File: src/rtl/dm_port_arbiter.sv
// Data-memory port arbiter: the pipeline MEM stage has fixed priority, a DMA/loader port gets
// a forced slot after STARVE_MAX contested losses, and read data is routed back to its issuer.
module dm_port_arbiter #(
    parameter int ADDR_W     = 16,
    parameter int DATA_W     = 16,
    parameter int STARVE_MAX = 4
) (
    input  logic              clk,
    input  logic              reset,
    input  logic              pipe_req,
    input  logic              pipe_we,
    input  logic [ADDR_W-1:0] pipe_addr,
    input  logic [DATA_W-1:0] pipe_wdata,
    output logic              pipe_stall,
    output logic              pipe_rvalid,
    output logic [DATA_W-1:0] pipe_rdata,
    input  logic              dma_req,
    input  logic              dma_we,
    input  logic [ADDR_W-1:0] dma_addr,
    input  logic [DATA_W-1:0] dma_wdata,
    output logic              dma_gnt,
    output logic              dma_rvalid,
    output logic [DATA_W-1:0] dma_rdata,
    output logic              mem_en,
    output logic              mem_we,
    output logic [ADDR_W-1:0] mem_addr,
    output logic [DATA_W-1:0] mem_din,
    input  logic [DATA_W-1:0] mem_dout,
    output logic [3:0]        starve_cnt
);

    localparam logic [3:0] STARVE_LIM = 4'(STARVE_MAX);

    logic [3:0] cnt_q;
    logic [1:0] rd_owner;   // bit0 = pipeline, bit1 = DMA
    logic       dma_win;
    logic       pipe_win;

    // DMA wins when alone, or when it has lost STARVE_MAX contested cycles in a row.
    assign dma_win  = !reset && dma_req && (!pipe_req || (cnt_q == STARVE_LIM));
    assign pipe_win = !reset && pipe_req && !dma_win;

    assign dma_gnt    = dma_win;
    assign pipe_stall = pipe_req && dma_win;

    // NOTE: every output of a combinational block gets a default first so no latch is inferred.
    always_comb begin
        mem_en   = 1'b0;
        mem_we   = 1'b0;
        mem_addr = '0;
        mem_din  = '0;
        if (dma_win) begin
            mem_en   = 1'b1;
            mem_we   = dma_we;
            mem_addr = dma_addr;
            mem_din  = dma_wdata;
        end else if (pipe_win) begin
            mem_en   = 1'b1;
            mem_we   = pipe_we;
            mem_addr = pipe_addr;
            mem_din  = pipe_wdata;
        end
    end

    // NOTE: registered state uses non-blocking assignments so all flops update from pre-edge values.
    always_ff @(posedge clk) begin
        if (reset) begin
            cnt_q    <= '0;
            rd_owner <= '0;
        end else begin
            rd_owner <= {dma_win && !dma_we, pipe_win && !pipe_we};
            if (dma_win || !dma_req) begin
                cnt_q <= '0;
            end else if (pipe_win && (cnt_q != STARVE_LIM)) begin
                cnt_q <= cnt_q + 4'd1;
            end
        end
    end

    // Reset masks everything visible, including a read return already in flight.
    assign pipe_rvalid = rd_owner[0] && !reset;
    assign dma_rvalid  = rd_owner[1] && !reset;
    assign pipe_rdata  = pipe_rvalid ? mem_dout : '0;
    assign dma_rdata   = dma_rvalid ? mem_dout : '0;
    assign starve_cnt  = reset ? 4'd0 : cnt_q;

endmodule

File: config.mk
export PLATFORM = sky130hd
export DESIGN_NAME = dm_port_arbiter
export DESIGN_NICKNAME = d
export VERILOG_FILES = /design/src/rtl/dm_port_arbiter.sv
export SDC_FILE = /design/constraint.sdc
export NUM_CORES = 1
export LEC_CHECK = 0
export CORE_MARGIN = 8
export CORE_UTILIZATION = 21
export CTS_BUF_LIST = sky130_fd_sc_hd__clkbuf_8
export CTS_CLUSTER_SIZE = 25
export DETAILED_ROUTE_END_ITERATION = 6
export GPL_ROUTABILITY_DRIVEN = 0
export PLACE_DENSITY_LB_ADDON = 0.15
export SYNTH_ARGS = -nofsm -noshare
export SYNTH_HDL_FRONTEND = slang
export SYNTH_SLANG_ARGS = --single-unit
File: constraint.sdc
create_clock -name clk -period 2.1 [get_ports clk]
set_clock_uncertainty 0.05 [all_clocks]
set_input_delay 0.525 -clock clk [delete_from_list [all_inputs] [get_ports clk]]
set_output_delay 0.525 -clock clk [all_outputs]
set_load 0.01 [all_outputs]
[Yosys cells after proc, flatten, opt, wreduce, memory -nomap -nowiden]
Index checks and enable logic that the tools add are counted.
Cells by class
  add/subtract/negate cells: 1
  eq/ne operators: 2
  multiplexer cells: 11
  reduce and logical (&&, ||, !) cells: 19
Operators by type and width (count)
  2-to-1 mux 16 bit: 6
  logical AND 1 bit: 10
  logical NOT 1 bit: 6
  adder 4 x 1 -> 4 bit, second input constant: 1
  equality test 4 x 3 -> 1 bit, second input constant: 1
  2-to-1 mux 1 bit: 4
  2-to-1 mux 4 bit: 1
  inequality test 4 x 3 -> 1 bit, second input constant: 1
  logical OR 1 bit: 2
  OR reduction 2 bit: 1
Storage, ports and cells
  register bits: 6
  input port bits: 86
  output and inout port bits: 74
  logic and storage cells: 35

[Logic depth before layout (Yosys ltp)]
  depth in word-level cells: 7
  depth in mapped cells: 7
  mapped depth without buffers: 5

[Least setup slack after synthesis]
No wires, ideal clock.
  path kind: reg-to-output
  from: register cnt_q[0]
  to: output port mem_addr[10]
  data arrival time: 1.362 ns
  data required time: 1.525 ns
  path slack: 0.163 ns
  cell stages (with the launch flop): 8
  buffers on the path: 2
  cell sequence: dfxtp_1 -> inv_1 -> ha_1 -> nand3b_4 -> o211a_1 -> buf_6 -> buf_6 -> a22o_1
On the way
  word-level cells in the longest chain between the ends: 7
RTL lines
  from (decl): RTL line 34  | logic [3:0] cnt_q;
  from (signal assigned): RTL line 75  | cnt_q <= cnt_q + 4'd1;
  equality test 4 x 3 -> 1 bit (*): RTL line 40  | assign dma_win = !reset && dma_req && (!pipe_req || (cnt_q == STARVE_LIM));
  logical OR 1 bit (*): RTL line 40
  logical AND 1 bit (*): RTL line 40
  logical NOT 1 bit: RTL line 41  | assign pipe_win = !reset && pipe_req && !dma_win;
  logical AND 1 bit: RTL line 41
  2-to-1 mux 16 bit: RTL line 57  | end else if (pipe_win) begin
  2-to-1 mux 16 bit (*): RTL line 52  | if (dma_win) begin
  to (decl): RTL line 26  | output logic [ADDR_W-1:0] mem_addr,
Every way passes the cells marked *; elsewhere a longest branch is shown, timed or not.

[Worst setup path after layout]
  from: register cnt_q[0]
  to: output port mem_addr[3]
Same word-level chain as after synthesis.

==> results.yml <==
sta:
  slew_violations: 0
  tns_ps: -3849
  finalCritPeriodShare_pct: 106.5
  hold_viol_final: 0
  setup_violations: 33
  worst_slew_pin_slew_ps: 202.1
  whs_ps: 459.6
  relSlewSlack_pct: 86.53
  fmax_mhz: 447.1
  layout_min_cycle_time_ps: 2237
  setup_ws_ps: -136.6
  rsz0062_at_grt: "true"
flow_run:
  drv_cap: 0
logic_synthesis:
  ys_ff_latch: 6
  synth_warnings: 0
  synth-seq-area-share_pct: 13.46
  syn_area_per_cell_um2: 8.037
  synthCells: 111
  syn_area_um2: 892.1
  yosysUniqueCellTypes: 19
  syn-num-nets: 199
clock_network:
  hold_buffers: 0
  cts_buffers: 3
  cts_tree: "yes"
  cts_num_sinks: 6
  htreeDepth: 1
  clk_latency_ps: 220
  cts_root_buffer: "clkbuf_8"
  cts.clk_slew.worst_paths_ps: 40
  clk_path_buf_depth: 2
power_and_ir_drop:
  switching_share_pct: 26.10
  switchingPower_uw: 179.8
  comb_power_share_pct: 58.3
  power.leakage_nw: 1.337
  peakVddDrop_uv: 165.3
  powerDensity_mw_per_mm2: 254.2
  pwr-share-seq_pct: 17.2
  power.internal_uw: 509.2
  power_frac_clock_pct: 24.6
grt:
  antenna_found_initial: 0
  grt_pass1_wl_um: 8397
  grt_max_degree: 19
  grt.total_usage_pct: 16.19
  overflow: 0
  grt_pass1_vias: 1661
die:
  dieWidth_um: 81.18
  floorplan.initialDensity_pct: 21.99
  die_area_mm2: 0.006589
  die_y_um: 81.18
  core_mm2: 0.004058
  fp-row-count: 23
  ios: 160
route:
  antenna_left: 0
  routed_wl_um: 5801
  vias: 1585
  drt_iter0_drc: 21
  drc: 0
  drt_pre_antenna_iters: 4
  viasPerCell: 4.608
  wire_per_inst_um: 16.86
finish:
  final_common_cell: "clkdlybuf4s50_1"
  drive_gt1_share_pct: 38.78
  fillers: 368
  syn2layout_area_growth_pct: 203.8
  multi_input_area_um2: 725.7
  nNetsFinal: 384
  ff_latch_area_um2: 122.6
  mostFrequentLayoutCells: "83 x clkdlybuf4s50_1, 33 x a22o_1, 33 x buf_2"
  num_antenna_cells: 0
  fin_area_mm2: 0.002710
placement:
  dp_hpwl_um: 4727
  io_buffer_count: 159
  place_area_mm2: 0.002624
run_status:
  violations: "setup timing"
  outcome: "finished with violations"
worst_setup_path:
  critPathArrivalTime_ps: 1660
  path_cells: "inv_2 -> ha_4 -> nand3b_4 -> o211a_4 -> clkbuf_16 -> a22o_1 -> buf_2"
  slowest_stage: "o211a_4"
  slowest_delay_ps: 320
  path_delay_family: "compound AO/OA/AOI/OAI gates"
  path_buf_inv: 3
  cp-end-kind: "output port"
  worstSetupPathType: "reg -> out"
  critPathRequiredTime_ps: 1520
  start_kind: "flip-flop"
  crit_fanout: 6
min_path:
  min-delay-path-class: "reg -> reg"
[synthesized netlist by cell type]
library cell / count / area (um^2)
a21oi_4: 1 / 16.27
a22o_1: 33 / 289.0
and2_1: 33 / 206.5
buf_4: 3 / 22.52
buf_6: 4 / 45.04
clkbuf_1: 2 / 7.510
dfxtp_1: 6 / 120.1
ha_1: 2 / 25.02
inv_1: 5 / 18.77
mux2i_1: 1 / 10.01
nand2b_1: 1 / 6.260
nand3_1: 1 / 5.000
nand3b_4: 1 / 20.02
nand4_1: 1 / 6.260
nor2_1: 8 / 30.03
nor2b_1: 6 / 37.54
nor3b_1: 1 / 7.510
o211a_1: 1 / 10.01
xnor2_1: 1 / 8.760
[state kept, by name, indices dropped and copies added (netlist names)]
register  cells
cnt_q         4
rd_owner      2
[worst register-to-register path: cells and delay by family, from the launching register on]
kind,cells,cell delay [ps]
adders and majority gates,1,150
buffers and inverters,2,240
AOI/OAI and AO/OA,1,320
DFF,1,310
and+or+nand+nor,2,220
[final timing paths]
check | from | endpoint | slack [ps] | cells past startpoint
max | cnt_q[0] | mem_addr[3] | -140 | 7
min | cnt_q[0] | cnt_q[0] | 460 | 2
max reg2reg | cnt_q[0] | rd_owner[0] | 700 | 6
min reg2reg | cnt_q[0] | cnt_q[0] | 460 | 2
[kinds of logic after synthesis]
logic type	share of synthesized area, %
adder cells (fa/ha/maj)	2.805
multiplexers	1.122
AO/OA/AOI/OAI	35.34
XOR/XNOR	0.9819
buffers and inverters	10.52
flip-flops	13.46
AND/OR/NAND/NOR	35.77
[timing repair]
action                                  in CTS  in global routing
endpoints found under the setup margin      74                 68
pin swaps                                    4                  3
gates cloned                                 6                  1
buffers inserted                             5                  2
gates resized for setup                    253                 43
[metrics by stage]
step	std cells	power [mW]	util, %	setup WS, ps
finish	344	0.6890	66.79	-136.6
global route	344	0.7274	66.79	-202.1
CTS	342	0.6891	68.12	-181.1
detailed placement	328	0.5131	64.66	-772.3
global placement	328	0.5101	64.66	-741.3
floorplan	111	0.2272	-	162.6
[metal layers]
metal,track usage (%),vias to the layer above,routed length (um)
met4,5.357,0,90
met2,30.71,113,2952
met5,0,-,0
li1,-,771,-
met3,10.15,8,1038
met1,13.37,693,1719
[cell type report]
cell class,instances,area share [%]
Inverter,5,0.6925
Clock buffer,3,1.524
Multi-Input combinational cell,91,26.78
Tap cell,50,2.308
Timing Repair Buffer,189,64.17
Sequential cell,6,4.524
[power groups by stage]
stage / combinational (mW) / clock, mW / sequential [mW]
after floorplan: 0.108 / 0 / 0.120
after global placement: 0.391 / 0 / 0.119
after detailed placement: 0.394 / 0 / 0.119
after CTS: 0.397 / 0.174 / 0.118
after global routing: 0.431 / 0.178 / 0.118
final: 0.401 / 0.169 / 0.118
(Power assumes the default switching activity.)
